## src/rtl/tt_um_jleugeri_ttt_scheduler_if.sv

```systemverilog
// Bundle of the scheduler's mode/program/injection/core/event signals.
// The slave side is the scheduler; the master side is whatever drives it.
interface tt_um_jleugeri_ttt_scheduler_if #(
  parameter int NUM_PROCESSORS = 10,
  parameter int TOKENS_BITS    = 8,
  parameter int PROG_HEADER    = 4,
  parameter int PROG_BITS      = 8,
  parameter int DIV_BITS       = 8
);
  localparam int PID_W = $clog2(NUM_PROCESSORS);

  logic [1:0]             mode;
  logic [DIV_BITS-1:0]    tick_div;
  logic                   prog_valid;
  logic                   prog_ready;
  logic [PROG_HEADER-1:0] prog_header_in;
  logic [PROG_BITS-1:0]   prog_data_in;
  logic                   prog_strobe;
  logic [PROG_HEADER-1:0] prog_header;
  logic [PROG_BITS-1:0]   prog_data;
  logic                   inj_we;
  logic [PID_W-1:0]       inj_id;
  logic [TOKENS_BITS-1:0] inj_tokens;
  logic                   clock_slow;
  logic                   hold;
  logic                   done;
  logic [PID_W-1:0]       processor_id;
  logic [TOKENS_BITS-1:0] tokens_in;
  logic [1:0]             token_startstop;
  logic                   evt_valid;
  logic                   evt_ready;
  logic [PID_W-1:0]       evt_id;
  logic [1:0]             evt_code;
  logic                   overflow;

  modport slave (
    input  mode, tick_div, prog_valid, prog_header_in, prog_data_in,
           inj_we, inj_id, inj_tokens, done, token_startstop, evt_ready,
    output prog_ready, prog_strobe, prog_header, prog_data, clock_slow, hold,
           processor_id, tokens_in, evt_valid, evt_id, evt_code, overflow
  );

  modport master (
    output mode, tick_div, prog_valid, prog_header_in, prog_data_in,
           inj_we, inj_id, inj_tokens, done, token_startstop, evt_ready,
    input  prog_ready, prog_strobe, prog_header, prog_data, clock_slow, hold,
           processor_id, tokens_in, evt_valid, evt_id, evt_code, overflow
  );
endinterface

```

## src/rtl/tt_um_jleugeri_ttt_scheduler.sv

```systemverilog
// Tick scheduler: divides the fast clock into core ticks, scans every processor once
// per tick handing it its pending tokens, and queues the start/stop events it reports.
module tt_um_jleugeri_ttt_scheduler #(
  parameter int NUM_PROCESSORS = 10,
  parameter int TOKENS_BITS    = 8,
  parameter int PROG_HEADER    = 4,
  parameter int PROG_BITS      = 8,
  parameter int DIV_BITS       = 8,
  parameter int EVT_DEPTH      = 4
) (
  input  logic clock_fast,
  input  logic reset,
  tt_um_jleugeri_ttt_scheduler_if.slave bus
);
  localparam int PID_W = $clog2(NUM_PROCESSORS);
  localparam int PTR_W = $clog2(EVT_DEPTH);
  localparam logic [PID_W-1:0] LAST_PID = PID_W'(NUM_PROCESSORS - 1);
  localparam logic [PTR_W:0]   FULL_CNT = (PTR_W+1)'(EVT_DEPTH);
  localparam logic [1:0] MODE_IDLE = 2'b00;
  localparam logic [1:0] MODE_PROG = 2'b01;
  localparam logic [1:0] MODE_RUN  = 2'b10;
  localparam logic [1:0] MODE_STEP = 2'b11;

  typedef enum logic [2:0] {IDLE, PROG, WAIT_DIV, WAIT_DONE, SCAN} state_t;

  state_t                 state;
  logic [DIV_BITS-1:0]    divider;
  logic                   stepped;
  logic                   clock_slow;
  logic                   prog_strobe;
  logic [PROG_HEADER-1:0] prog_header;
  logic [PROG_BITS-1:0]   prog_data;
  logic [PID_W-1:0]       processor_id;
  logic                   prog_ready;
  logic                   prog_accept;

  logic [TOKENS_BITS-1:0] pending     [NUM_PROCESSORS];
  logic [TOKENS_BITS-1:0] pending_nxt [NUM_PROCESSORS];

  logic [PID_W+1:0]       fifo_mem [EVT_DEPTH];
  logic [PTR_W-1:0]       wr_ptr;
  logic [PTR_W-1:0]       rd_ptr;
  logic [PTR_W:0]         count;
  logic                   overflow;
  logic                   push;
  logic                   pop;
  logic                   full;
  logic                   push_ok;

  function automatic logic [TOKENS_BITS-1:0] sat_add(input logic [TOKENS_BITS-1:0] a,
                                                     input logic [TOKENS_BITS-1:0] b);
    logic [TOKENS_BITS:0] sum;
    sum = {1'b0, a} + {1'b0, b};
    return sum[TOKENS_BITS] ? '1 : sum[TOKENS_BITS-1:0];
  endfunction

  function automatic logic [DIV_BITS-1:0] div_load(input logic [DIV_BITS-1:0] d);
    return (d == '0) ? DIV_BITS'(1) : d;
  endfunction

  assign prog_ready  = (state == PROG) && (bus.mode == MODE_PROG) && !prog_strobe;
  assign prog_accept = bus.prog_valid && prog_ready;

  // A finished single step is remembered until mode leaves 11, so a held step
  // request produces exactly one tick.
  always_ff @(posedge clock_fast or posedge reset) begin
    if (reset) begin
      state        <= IDLE;
      divider      <= '0;
      stepped      <= 1'b0;
      clock_slow   <= 1'b0;
      prog_strobe  <= 1'b0;
      prog_header  <= '0;
      prog_data    <= '0;
      processor_id <= '0;
    end else begin
      clock_slow  <= 1'b0;
      prog_strobe <= 1'b0;
      case (state)
        IDLE: begin
          if (bus.mode != MODE_STEP) stepped <= 1'b0;
          if (bus.mode == MODE_PROG) begin
            state <= PROG;
          end else if (bus.mode == MODE_RUN || (bus.mode == MODE_STEP && !stepped)) begin
            state   <= WAIT_DIV;
            divider <= div_load(bus.tick_div);
          end
        end
        PROG: begin
          if (prog_accept) begin
            prog_strobe <= 1'b1;
            prog_header <= bus.prog_header_in;
            prog_data   <= bus.prog_data_in;
          end
          if (bus.mode != MODE_PROG) state <= IDLE;
        end
        WAIT_DIV: begin
          if (bus.mode == MODE_IDLE || bus.mode == MODE_PROG) begin
            state <= IDLE;
          end else if (divider <= DIV_BITS'(1)) begin
            clock_slow <= 1'b1;
            state      <= WAIT_DONE;
          end else begin
            divider <= divider - DIV_BITS'(1);
          end
        end
        WAIT_DONE: begin
          if (bus.done) begin
            state        <= SCAN;
            processor_id <= '0;
          end
        end
        SCAN: begin
          if (processor_id == LAST_PID) begin
            processor_id <= '0;
            if (bus.mode == MODE_RUN) begin
              state   <= WAIT_DIV;
              divider <= div_load(bus.tick_div);
            end else begin
              state   <= IDLE;
              stepped <= (bus.mode == MODE_STEP);
            end
          end else begin
            processor_id <= processor_id + PID_W'(1);
          end
        end
        default: state <= IDLE;
      endcase
    end
  end

  // The scan clear is applied first so a same-cycle injection survives into the next tick.
  always_comb begin
    for (int i = 0; i < NUM_PROCESSORS; i++) begin
      pending_nxt[i] = pending[i];
      if (state == SCAN && processor_id == PID_W'(i)) pending_nxt[i] = '0;
      if (bus.inj_we && bus.inj_id == PID_W'(i))
        pending_nxt[i] = sat_add(pending_nxt[i], bus.inj_tokens);
    end
  end

  always_ff @(posedge clock_fast or posedge reset) begin
    if (reset) begin
      for (int i = 0; i < NUM_PROCESSORS; i++) pending[i] <= '0;
    end else begin
      for (int i = 0; i < NUM_PROCESSORS; i++) pending[i] <= pending_nxt[i];
    end
  end

  assign push    = (state == SCAN) && (bus.token_startstop != 2'b00);
  assign pop     = (count != '0) && bus.evt_ready;
  assign full    = (count == FULL_CNT);
  assign push_ok = push && (!full || pop);

  always_ff @(posedge clock_fast or posedge reset) begin
    if (reset) begin
      wr_ptr   <= '0;
      rd_ptr   <= '0;
      count    <= '0;
      overflow <= 1'b0;
    end else begin
      if (push_ok) wr_ptr <= wr_ptr + PTR_W'(1);
      if (pop)     rd_ptr <= rd_ptr + PTR_W'(1);
      case ({push_ok, pop})
        2'b10:   count <= count + (PTR_W+1)'(1);
        2'b01:   count <= count - (PTR_W+1)'(1);
        default: count <= count;
      endcase
      if (push && full && !pop) overflow <= 1'b1;
    end
  end

  always_ff @(posedge clock_fast) begin
    if (push_ok) fifo_mem[wr_ptr] <= {processor_id, bus.token_startstop};
  end

  assign bus.prog_ready   = prog_ready;
  assign bus.prog_strobe  = prog_strobe;
  assign bus.prog_header  = prog_header;
  assign bus.prog_data    = prog_data;
  assign bus.clock_slow   = clock_slow;
  assign bus.hold         = (state != SCAN);
  assign bus.processor_id = processor_id;
  assign bus.tokens_in    = pending[processor_id];
  assign bus.evt_valid    = (count != '0);
  assign bus.evt_id       = fifo_mem[rd_ptr][PID_W+1:2];
  assign bus.evt_code     = fifo_mem[rd_ptr][1:0];
  assign bus.overflow     = overflow;
endmodule

```

## src/flat_wrapper.sv

```systemverilog
// flat-port wrapper written by rule: the top's interface ports become plain ports
module tt_um_jleugeri_ttt_scheduler_flat 
#(
  parameter int NUM_PROCESSORS = 10,
  parameter int TOKENS_BITS    = 8,
  parameter int PROG_HEADER    = 4,
  parameter int PROG_BITS      = 8,
  parameter int DIV_BITS       = 8,
  parameter int EVT_DEPTH      = 4
)
  (clock_fast, reset, bus_mode, bus_tick_div, bus_prog_valid, bus_prog_header_in, bus_prog_data_in, bus_inj_we, bus_inj_id, bus_inj_tokens, bus_done, bus_token_startstop, bus_evt_ready, bus_prog_ready, bus_prog_strobe, bus_prog_header, bus_prog_data, bus_clock_slow, bus_hold, bus_processor_id, bus_tokens_in, bus_evt_valid, bus_evt_id, bus_evt_code, bus_overflow);
  tt_um_jleugeri_ttt_scheduler_if #(.NUM_PROCESSORS(NUM_PROCESSORS), .TOKENS_BITS(TOKENS_BITS), .PROG_HEADER(PROG_HEADER), .PROG_BITS(PROG_BITS), .DIV_BITS(DIV_BITS)) bus_i ();
  input  logic clock_fast;
  input  logic reset;
  input wire logic [$bits(bus_i.mode)-1:0] bus_mode;
  input wire logic [$bits(bus_i.tick_div)-1:0] bus_tick_div;
  input wire logic [$bits(bus_i.prog_valid)-1:0] bus_prog_valid;
  input wire logic [$bits(bus_i.prog_header_in)-1:0] bus_prog_header_in;
  input wire logic [$bits(bus_i.prog_data_in)-1:0] bus_prog_data_in;
  input wire logic [$bits(bus_i.inj_we)-1:0] bus_inj_we;
  input wire logic [$bits(bus_i.inj_id)-1:0] bus_inj_id;
  input wire logic [$bits(bus_i.inj_tokens)-1:0] bus_inj_tokens;
  input wire logic [$bits(bus_i.done)-1:0] bus_done;
  input wire logic [$bits(bus_i.token_startstop)-1:0] bus_token_startstop;
  input wire logic [$bits(bus_i.evt_ready)-1:0] bus_evt_ready;
  output wire logic [$bits(bus_i.prog_ready)-1:0] bus_prog_ready;
  output wire logic [$bits(bus_i.prog_strobe)-1:0] bus_prog_strobe;
  output wire logic [$bits(bus_i.prog_header)-1:0] bus_prog_header;
  output wire logic [$bits(bus_i.prog_data)-1:0] bus_prog_data;
  output wire logic [$bits(bus_i.clock_slow)-1:0] bus_clock_slow;
  output wire logic [$bits(bus_i.hold)-1:0] bus_hold;
  output wire logic [$bits(bus_i.processor_id)-1:0] bus_processor_id;
  output wire logic [$bits(bus_i.tokens_in)-1:0] bus_tokens_in;
  output wire logic [$bits(bus_i.evt_valid)-1:0] bus_evt_valid;
  output wire logic [$bits(bus_i.evt_id)-1:0] bus_evt_id;
  output wire logic [$bits(bus_i.evt_code)-1:0] bus_evt_code;
  output wire logic [$bits(bus_i.overflow)-1:0] bus_overflow;
  assign bus_i.mode = bus_mode;
  assign bus_i.tick_div = bus_tick_div;
  assign bus_i.prog_valid = bus_prog_valid;
  assign bus_i.prog_header_in = bus_prog_header_in;
  assign bus_i.prog_data_in = bus_prog_data_in;
  assign bus_i.inj_we = bus_inj_we;
  assign bus_i.inj_id = bus_inj_id;
  assign bus_i.inj_tokens = bus_inj_tokens;
  assign bus_i.done = bus_done;
  assign bus_i.token_startstop = bus_token_startstop;
  assign bus_i.evt_ready = bus_evt_ready;
  assign bus_prog_ready = bus_i.prog_ready;
  assign bus_prog_strobe = bus_i.prog_strobe;
  assign bus_prog_header = bus_i.prog_header;
  assign bus_prog_data = bus_i.prog_data;
  assign bus_clock_slow = bus_i.clock_slow;
  assign bus_hold = bus_i.hold;
  assign bus_processor_id = bus_i.processor_id;
  assign bus_tokens_in = bus_i.tokens_in;
  assign bus_evt_valid = bus_i.evt_valid;
  assign bus_evt_id = bus_i.evt_id;
  assign bus_evt_code = bus_i.evt_code;
  assign bus_overflow = bus_i.overflow;
  tt_um_jleugeri_ttt_scheduler #(.NUM_PROCESSORS(NUM_PROCESSORS), .TOKENS_BITS(TOKENS_BITS), .PROG_HEADER(PROG_HEADER), .PROG_BITS(PROG_BITS), .DIV_BITS(DIV_BITS), .EVT_DEPTH(EVT_DEPTH)) u_core (.clock_fast(clock_fast), .reset(reset), .bus(bus_i));
endmodule
```

## config.mk

```make
export PLATFORM = sky130hd
export DESIGN_NAME = tt_um_jleugeri_ttt_scheduler_flat
export DESIGN_NICKNAME = d
export VERILOG_FILES = /design/src/rtl/tt_um_jleugeri_ttt_scheduler_if.sv /design/src/rtl/tt_um_jleugeri_ttt_scheduler.sv /design/src/flat_wrapper.sv
export SDC_FILE = /design/constraint.sdc
export NUM_CORES = 1
export LEC_CHECK = 0
export BUFFER_PORTS_ARGS = -buffer_cell sky130_fd_sc_hd__buf_2
export CORE_UTILIZATION = 60
export CTS_BUF_LIST = sky130_fd_sc_hd__clkbuf_8
export CTS_CLUSTER_SIZE = 40
export DETAILED_ROUTE_END_ITERATION = 7
export GPL_TIMING_DRIVEN = 0
export PLACE_DENSITY = 0.8
export SLEW_MARGIN = 40
export SYNTH_ARGS = -nofsm -noshare
export SYNTH_HDL_FRONTEND = slang
export SYNTH_SLANG_ARGS = --single-unit
```

## constraint.sdc

```tcl
create_clock -name clock_fast -period 10.4 [get_ports clock_fast]
set_clock_uncertainty 0.05 [all_clocks]
set_input_delay 1.56 -clock clock_fast [delete_from_list [all_inputs] [get_ports clock_fast]]
set_output_delay 1.56 -clock clock_fast [all_outputs]
set_load 0.02 [all_outputs]
```

==> results of run 1 <==
## layout by cell type (no fill, tap or decap), types with 4 or more instances in the layout
master     count
bufinv_16      4
mux4_2        22
and3b_1        5
a2bb2oi_1     13
edfxtp_1      24
and2_1        23
o211ai_1       8
a211oi_1      12
nand4_1        5
ha_1          86
o21bai_1       8
nor2_1        40
dfrtp_1      118
nor3_1        11
o21ai_0       47
o21a_1         6
nand2_1       92
mux2i_1       13
nor2b_1       16
a31oi_1       16
buf_2         79
o311a_1        4
xor2_1        21
xnor2_1       35
clkbuf_8      17
a22oi_1       63
inv_1        107
nand3_1       26
nand2b_1       8
clkinv_1       4
a21oi_1       60
fa_1          11
a211o_1        4
a21o_1        27
clkbuf_1      18
mux2_2        13
## through the flow
step	power (mW)	utilization [%]	cells
6_report	3.16	69.1	1342
5_1_grt	3.41	69.1	1342
4_1_cts	3.15	69.0	1342
3_5_place_dp	2.67	66.4	1310
3_3_place_gp	2.60	66.1	1309
2_1_floorplan	2.24	-	1018
## per-layer routing
| metal | part of all wire, % | global-route usage [%] |
|---|---|---|
| met5 | 0 | 0 |
| met4 | 2.7 | 11.2 |
| met3 | 5.5 | 3.91 |
| met2 | 47 | 46.6 |
| met1 | 45 | 40.3 |
## registers in the layout (all words and copies together), names as in the netlist
register                 count
u_core.rd_ptr                2
u_core.count                 3
u_core.wr_ptr                2
u_core.state                 3
u_core.stepped               1
u_core.bus.clock_slow        1
u_core.bus.overflow          1
u_core.divider               8
u_core.bus.processor_id      4
u_core.bus.prog_data         8
u_core.pending              80
u_core.bus.prog_strobe       1
u_core.bus.prog_header       4
u_core.fifo_mem             24
## layout make-up
class | instances | area, sq um | area share, %
plain buffers | 25 | 100 | 0.903
clock buffers | 17 | 234 | 2.11
clock inverters | 15 | 180 | 1.62
inverters | 107 | 409 | 3.69
multi-input cells | 744 | 5820 | 52.5
flip-flops and latches | 142 | 3670 | 33.1
well taps | 216 | 270 | 2.44
repair buffers | 76 | 403 | 3.63
## power groups by stage
stage / clock (mW) / sequential (mW) / combinational (mW)
finish: 0.470 / 0.905 / 1.79
detailed placement: 0 / 0.909 / 1.76
CTS: 0.472 / 0.900 / 1.78
global placement: 0 / 0.903 / 1.70
global route: 0.495 / 0.922 / 1.99
floorplan: 0 / 0.886 / 1.36
## cells by family after synthesis
group / synth area share (%)
AO/OA/AOI/OAI: 19.5
AND/OR/NAND/NOR: 12.9
flip-flops: 36.9
buffers and inverters: 5.02
adder cells (fa/ha/maj): 13.1
XOR/XNOR: 4.92
multiplexers: 7.75
## final timing paths
path                                           end  cells after the start
max reg2reg                     u_core.pending[24]                     14
max in group asynchronous       u_core.pending[51]                      3
min reg2reg                    u_core.bus.overflow                      1
min in group asynchronous  u_core.bus.prog_data[5]                      2
max                             u_core.pending[24]                     14
min                            u_core.bus.overflow                      1
==> reports/qor.csv, run 1 <==
metric;value;unit
antenna_found_initial;0;
synth_area;9960;sq um
finalSetupTns;0;ps
crit_fanout;9;
critPathTopFamily;simple AND/OR/NAND/NOR gates;
synth_nets;1157;
dp_hpwl;17500;um
cts_resized;0;
area_growth;11.3;%
crit_path_cell_trace;buf_2 -> nor3b_4 -> clkinv_1 -> nor3_1 -> nand3_1 -> nand2_1 -> inv_1 -> ha_1 -> fa_1 -> a21o_1 -> a211oi_1 -> o21bai_1 -> a31oi_1 -> a22oi_1;
nFillCells;1259;
critPathLaunch;u_core.state[1];
vias_per_cell;6.09;
rsz0062_at_grt;false;
synthCells;1018;
power_density;285;nW/um^2
p_leak;4.94;nW
fin_nets;1252;
htreeDepth;4;
drtIter0Drc;481;
gr-usage-all-layers;29.1;%
drv_slew;0;
ys_types;65;
final_cell_area;11100;sq um
finalCritPeriodShare;45.8;%
crit_slowest_cell;a31oi_1;
power_frac_comb;56.5;%
cts_num_sinks;142;
dieWidth;131;um
r2r_setup_slack;5640;ps
drv_cap;0;
place.port_buffers;75;
place.gp.congestion;0.896;
ys_top_cells_by_count;118 x dfrtp_1, 106 x inv_1, 92 x nand2_1, 86 x ha_1, 63 x a22oi_1;
root_buffer;clkbuf_8;
min_from;u_core.bus.overflow;
synth_area_leaders;dfrtp_1 30%, ha_1 11%, edfxtp_1 7.2%;
clk_latency;450;ps
fmax;0.210;GHz
grt_overflow;0;
holdBufCountCts;0;
die_h;131;um
path_class;flip-flop to flip-flop;
r2r-start;u_core.state[1];
postCtsSetupRepairBufs;0;
syn_area_per_cell;9.79;sq um
wl;23800;um
synth_flop_cell;dfrtp_1;
switching_share;43.2;%
status;complete, no violations;
min_path_type;flip-flop to flip-flop;
wl_per_cell;17.7;um
grt_max_degree;70;
cts_buffers;17;
num_vias;8171;
dieArea;17100;sq um
crit_buf_inv;3;
clkPwrFrac;14.9;%
drtPass1Iterations;5;
synth_largest_area_cell;dfrtp_1;
design.portCount;78;
diodes;0;
crit_arrival;5020;ps
fin_ws;5640;ps
peakVddDrop;0.244;mV
start_kind;flip-flop;
p_int;1.80;mW
setup_viol;0;
clkTransAtPathRegs;80;ps
seq_area_frac_synth;36.9;%
drc;0;
endpoint_kind;flip-flop;
grt_pass1_wl;38000;um
synth_seq_cells;142;
switchingPower;1.36;mW
tightestPinTransition;821;ps
worstPathRequired;10650;ps
seq_power_share;28.6;%
slew_headroom;45.0;%
hold_viol_final;0;
synth_warnings;0;
yosysMostFrequentCell;dfrtp_1;
finalCriticalPeriod;4760;ps
placed_area;10700;sq um
hold-worst-slack;435;ps
clock_path_buffers;2;
ant_nets;0;
grt_pass1_vias;7698;
synth_edf_count;24;
preCtsSetupSlack;5830;ps
drive_gt1_share;13.9;%
cts_tree;yes;
async_reset_ff_share;83.1;%
synth_top_area_share;29.6;%
start_util;62.1;%
core_area;16100;sq um
crit_path_max_incr_delay;600;ps
rows;46;
Note: power is estimated with default switching activity, not from simulation.
==> inputs of run 2 (changes only) <==
--- a/config.mk
+++ b/config.mk
@@ -6,12 +6,12 @@
 export NUM_CORES = 1
 export LEC_CHECK = 0
 export BUFFER_PORTS_ARGS = -buffer_cell sky130_fd_sc_hd__buf_2
-export CORE_UTILIZATION = 60
+export CORE_UTILIZATION = 57
 export CTS_BUF_LIST = sky130_fd_sc_hd__clkbuf_8
 export CTS_CLUSTER_SIZE = 40
 export DETAILED_ROUTE_END_ITERATION = 7
 export GPL_TIMING_DRIVEN = 0
-export PLACE_DENSITY = 0.8
+export PLACE_DENSITY = 0.79
 export SLEW_MARGIN = 40
 export SYNTH_ARGS = -nofsm -noshare
 export SYNTH_HDL_FRONTEND = slang
==> constraint.sdc (replaced) <==
create_clock -name clock_fast -period 3.93 [get_ports clock_fast]
set_clock_uncertainty 0.05 [all_clocks]
set_input_delay 0.5895 -clock clock_fast [delete_from_list [all_inputs] [get_ports clock_fast]]
set_output_delay 0.5895 -clock clock_fast [all_outputs]
set_load 0.02 [all_outputs]
==> reports/qor.csv, run 2 (synthesis results as in run 1) <==
metric;value;unit;change
min_path_type;input port to async pin;;was flip-flop to flip-flop
crit_arrival;4100;ps;was 5020 ps
drv_slew;0;;unchanged
largest_register_ff_count;80;;unchanged
hold-worst-slack;50.8;ps;was 435 ps
placed_area;10700;sq um;about the same
grt_overflow;0;;unchanged
clock_path_buffers;2;;unchanged
p_leak;4.96;nW;was 4.94 nW
clk_latency;470;ps;was 450 ps
nFillCells;1320;;was 1259
diodes;0;;unchanged
finalCriticalPeriod;3790;ps;was 4760 ps
grt_pass1_wl;40100;um;was 38000 um
crit_buf_inv;3;;unchanged
drc;0;;unchanged
drtIter0Drc;517;;was 481
p_total;8.42;mW;was 3.16 mW
ant_nets;0;;unchanged
drive_gt1_share;15.8;%;was 13.9%
multi_input_area;5960;sq um;was 5820 sq um
fin_ws;136;ps;was 5640 ps
die_h;134;um;was 131 um
gr-usage-all-layers;28.7;%;was 29.1%
grt_pass1_vias;7885;;was 7698
design.portCount;78;;unchanged
crit_slowest_cell;fa_1;;was a31oi_1
rows;47;;was 46
htreeDepth;4;;unchanged
hold_viol_final;0;;unchanged
fin_nets;1256;;was 1252
place.gp.congestion;0.862;;was 0.896
status;complete, no violations;;unchanged
cts_num_sinks;142;;unchanged
worstPathRequired;4240;ps;was 10650 ps
place.port_buffers;75;;unchanged
crit_path_max_incr_delay;410;ps;was 600 ps
dp_hpwl;17800;um;was 17500 um
rsz0062_at_grt;true;;was false
wl;24700;um;was 23800 um
area_growth;13.0;%;was 11.3%
power_density;748;nW/um^2;was 285 nW/um^2
cts_buffers;17;;unchanged
final_cell_mix;118 x dfrtp_1, 106 x inv_1, 90 x nand2_1, 86 x ha_1, 79 x buf_2;;was 118 x dfrtp_1, 107 x inv_1, 92 x nand2_1, 86 x ha_1, 79 x buf_2
start_util;59.2;%;was 62.1%
reg_top3;u_core.pending: 80 flops, u_core.fifo_mem: 24 flops;;unchanged
root_buffer;clkbuf_8;;unchanged
setup_viol;0;;unchanged
drv_cap;0;;unchanged
regMostFlops;u_core.pending;;unchanged
preCtsSetupSlack;-660;ps;was 5830 ps
fmax;0.264;GHz;was 0.210 GHz
num_vias;8284;;was 8171
grt_max_degree;73;;was 70
wl_per_cell;18.3;um;was 17.7 um
antenna_found_initial;0;;unchanged
regArea;3670;sq um;unchanged
final_cell_area;11300;sq um;was 11100 sq um
crit_path_cell_trace;buf_2 -> nor3b_4 -> clkinv_4 -> nor3_4 -> nand2_2 -> and2_1 -> ha_1 -> fa_1 -> a21oi_1 -> o21ai_0 -> o311a_1 -> nor3b_4 -> buf_4 -> a2bb2oi_1;;was buf_2 -> nor3b_4 -> clkinv_1 -> nor3_1 -> nand3_1 -> nand2_1 -> inv_1 -> ha_1 -> fa_1 -> a21o_1 -> a211oi_1 -> o21bai_1 -> a31oi_1 -> a22oi_1
tightestPinTransition;763;ps;was 821 ps
start_kind;flip-flop;;unchanged
clkTransAtPathRegs;80;ps;about the same
path_class;flip-flop to flip-flop;;unchanged
endpoint_kind;flip-flop;;unchanged
dieWidth;134;um;was 131 um
peakVddDrop;0.553;mV;was 0.244 mV
final_common_cell;dfrtp_1;;unchanged
cts_tree;yes;;unchanged
vias_per_cell;6.14;;was 6.09
holdBufCountCts;0;;unchanged
critPathTopFamily;simple AND/OR/NAND/NOR gates;;unchanged
crit_fanout;9;;unchanged
drtPass1Iterations;6;;was 5
core_area;16800;sq um;was 16100 sq um
dieArea;18000;sq um;was 17100 sq um
slew_headroom;49.2;%;was 45.0%
finalCritPeriodShare;96.5;%;was 45.8%
cp_common_cell;nor3b_4;;
==> run 2: what timing repair did <==
action | in CTS | in global routing
cloned | 0 | 0
endpoints found under the setup margin | 80 | 80
buffers inserted | 2 | 4
resized for setup | 15 | 12
pin swaps | 1 | 3
==> run 2: worst paths after layout <==
path                                startpoint                      end  slack, ps  depth (start not counted)
max reg2reg                    u_core.state[1]       u_core.pending[72]        140                         14
min                                      reset  u_core.bus.prog_data[0]         50                          2
min in group clock_fast    bus_prog_data_in[7]  u_core.bus.prog_data[7]        300                          2
min reg2reg                u_core.bus.overflow      u_core.bus.overflow        450                          1
max in group asynchronous                reset       u_core.pending[66]       3120                          3
max                            u_core.state[1]       u_core.pending[72]        140                         14
==> run 2: power breakdown <==
part | switching (mW) | internal, mW
sequential | 0.392 | 2.02
clock | 0.625 | 0.570
combinational | 2.74 | 2.08
==> run 2: final cells by class <==
type / instances / area share [%]
multi-input combinational: 744 / 52.9
tap: 220 / 2.45
timing repair buffer: 82 / 3.98
inverter: 107 / 3.68
clock inverter: 15 / 1.42
sequential: 142 / 32.6
buffer: 23 / 0.823
clock buffer: 17 / 2.08
==> run 2: through the flow <==
| step | cells | TNS, ps | util (%) |
|---|---|---|---|
| global placement | 1313 | -186340 | 63.1 |
| detailed placement | 1314 | -32260 | 63.5 |
| CTS | 1348 | 0 | 66.4 |
| floorplan | 1018 | 0 | - |
| finish | 1350 | 0 | 66.9 |
| global route | 1350 | -68.6 | 66.9 |
==> run 2: routing by layer <==
metal / track usage (%) / share of wire (%)
met1: 39.3 / 44
met2: 46.1 / 48
met3: 5.06 / 5.6
met4: 10.4 / 2.5
met5: 0 / 0
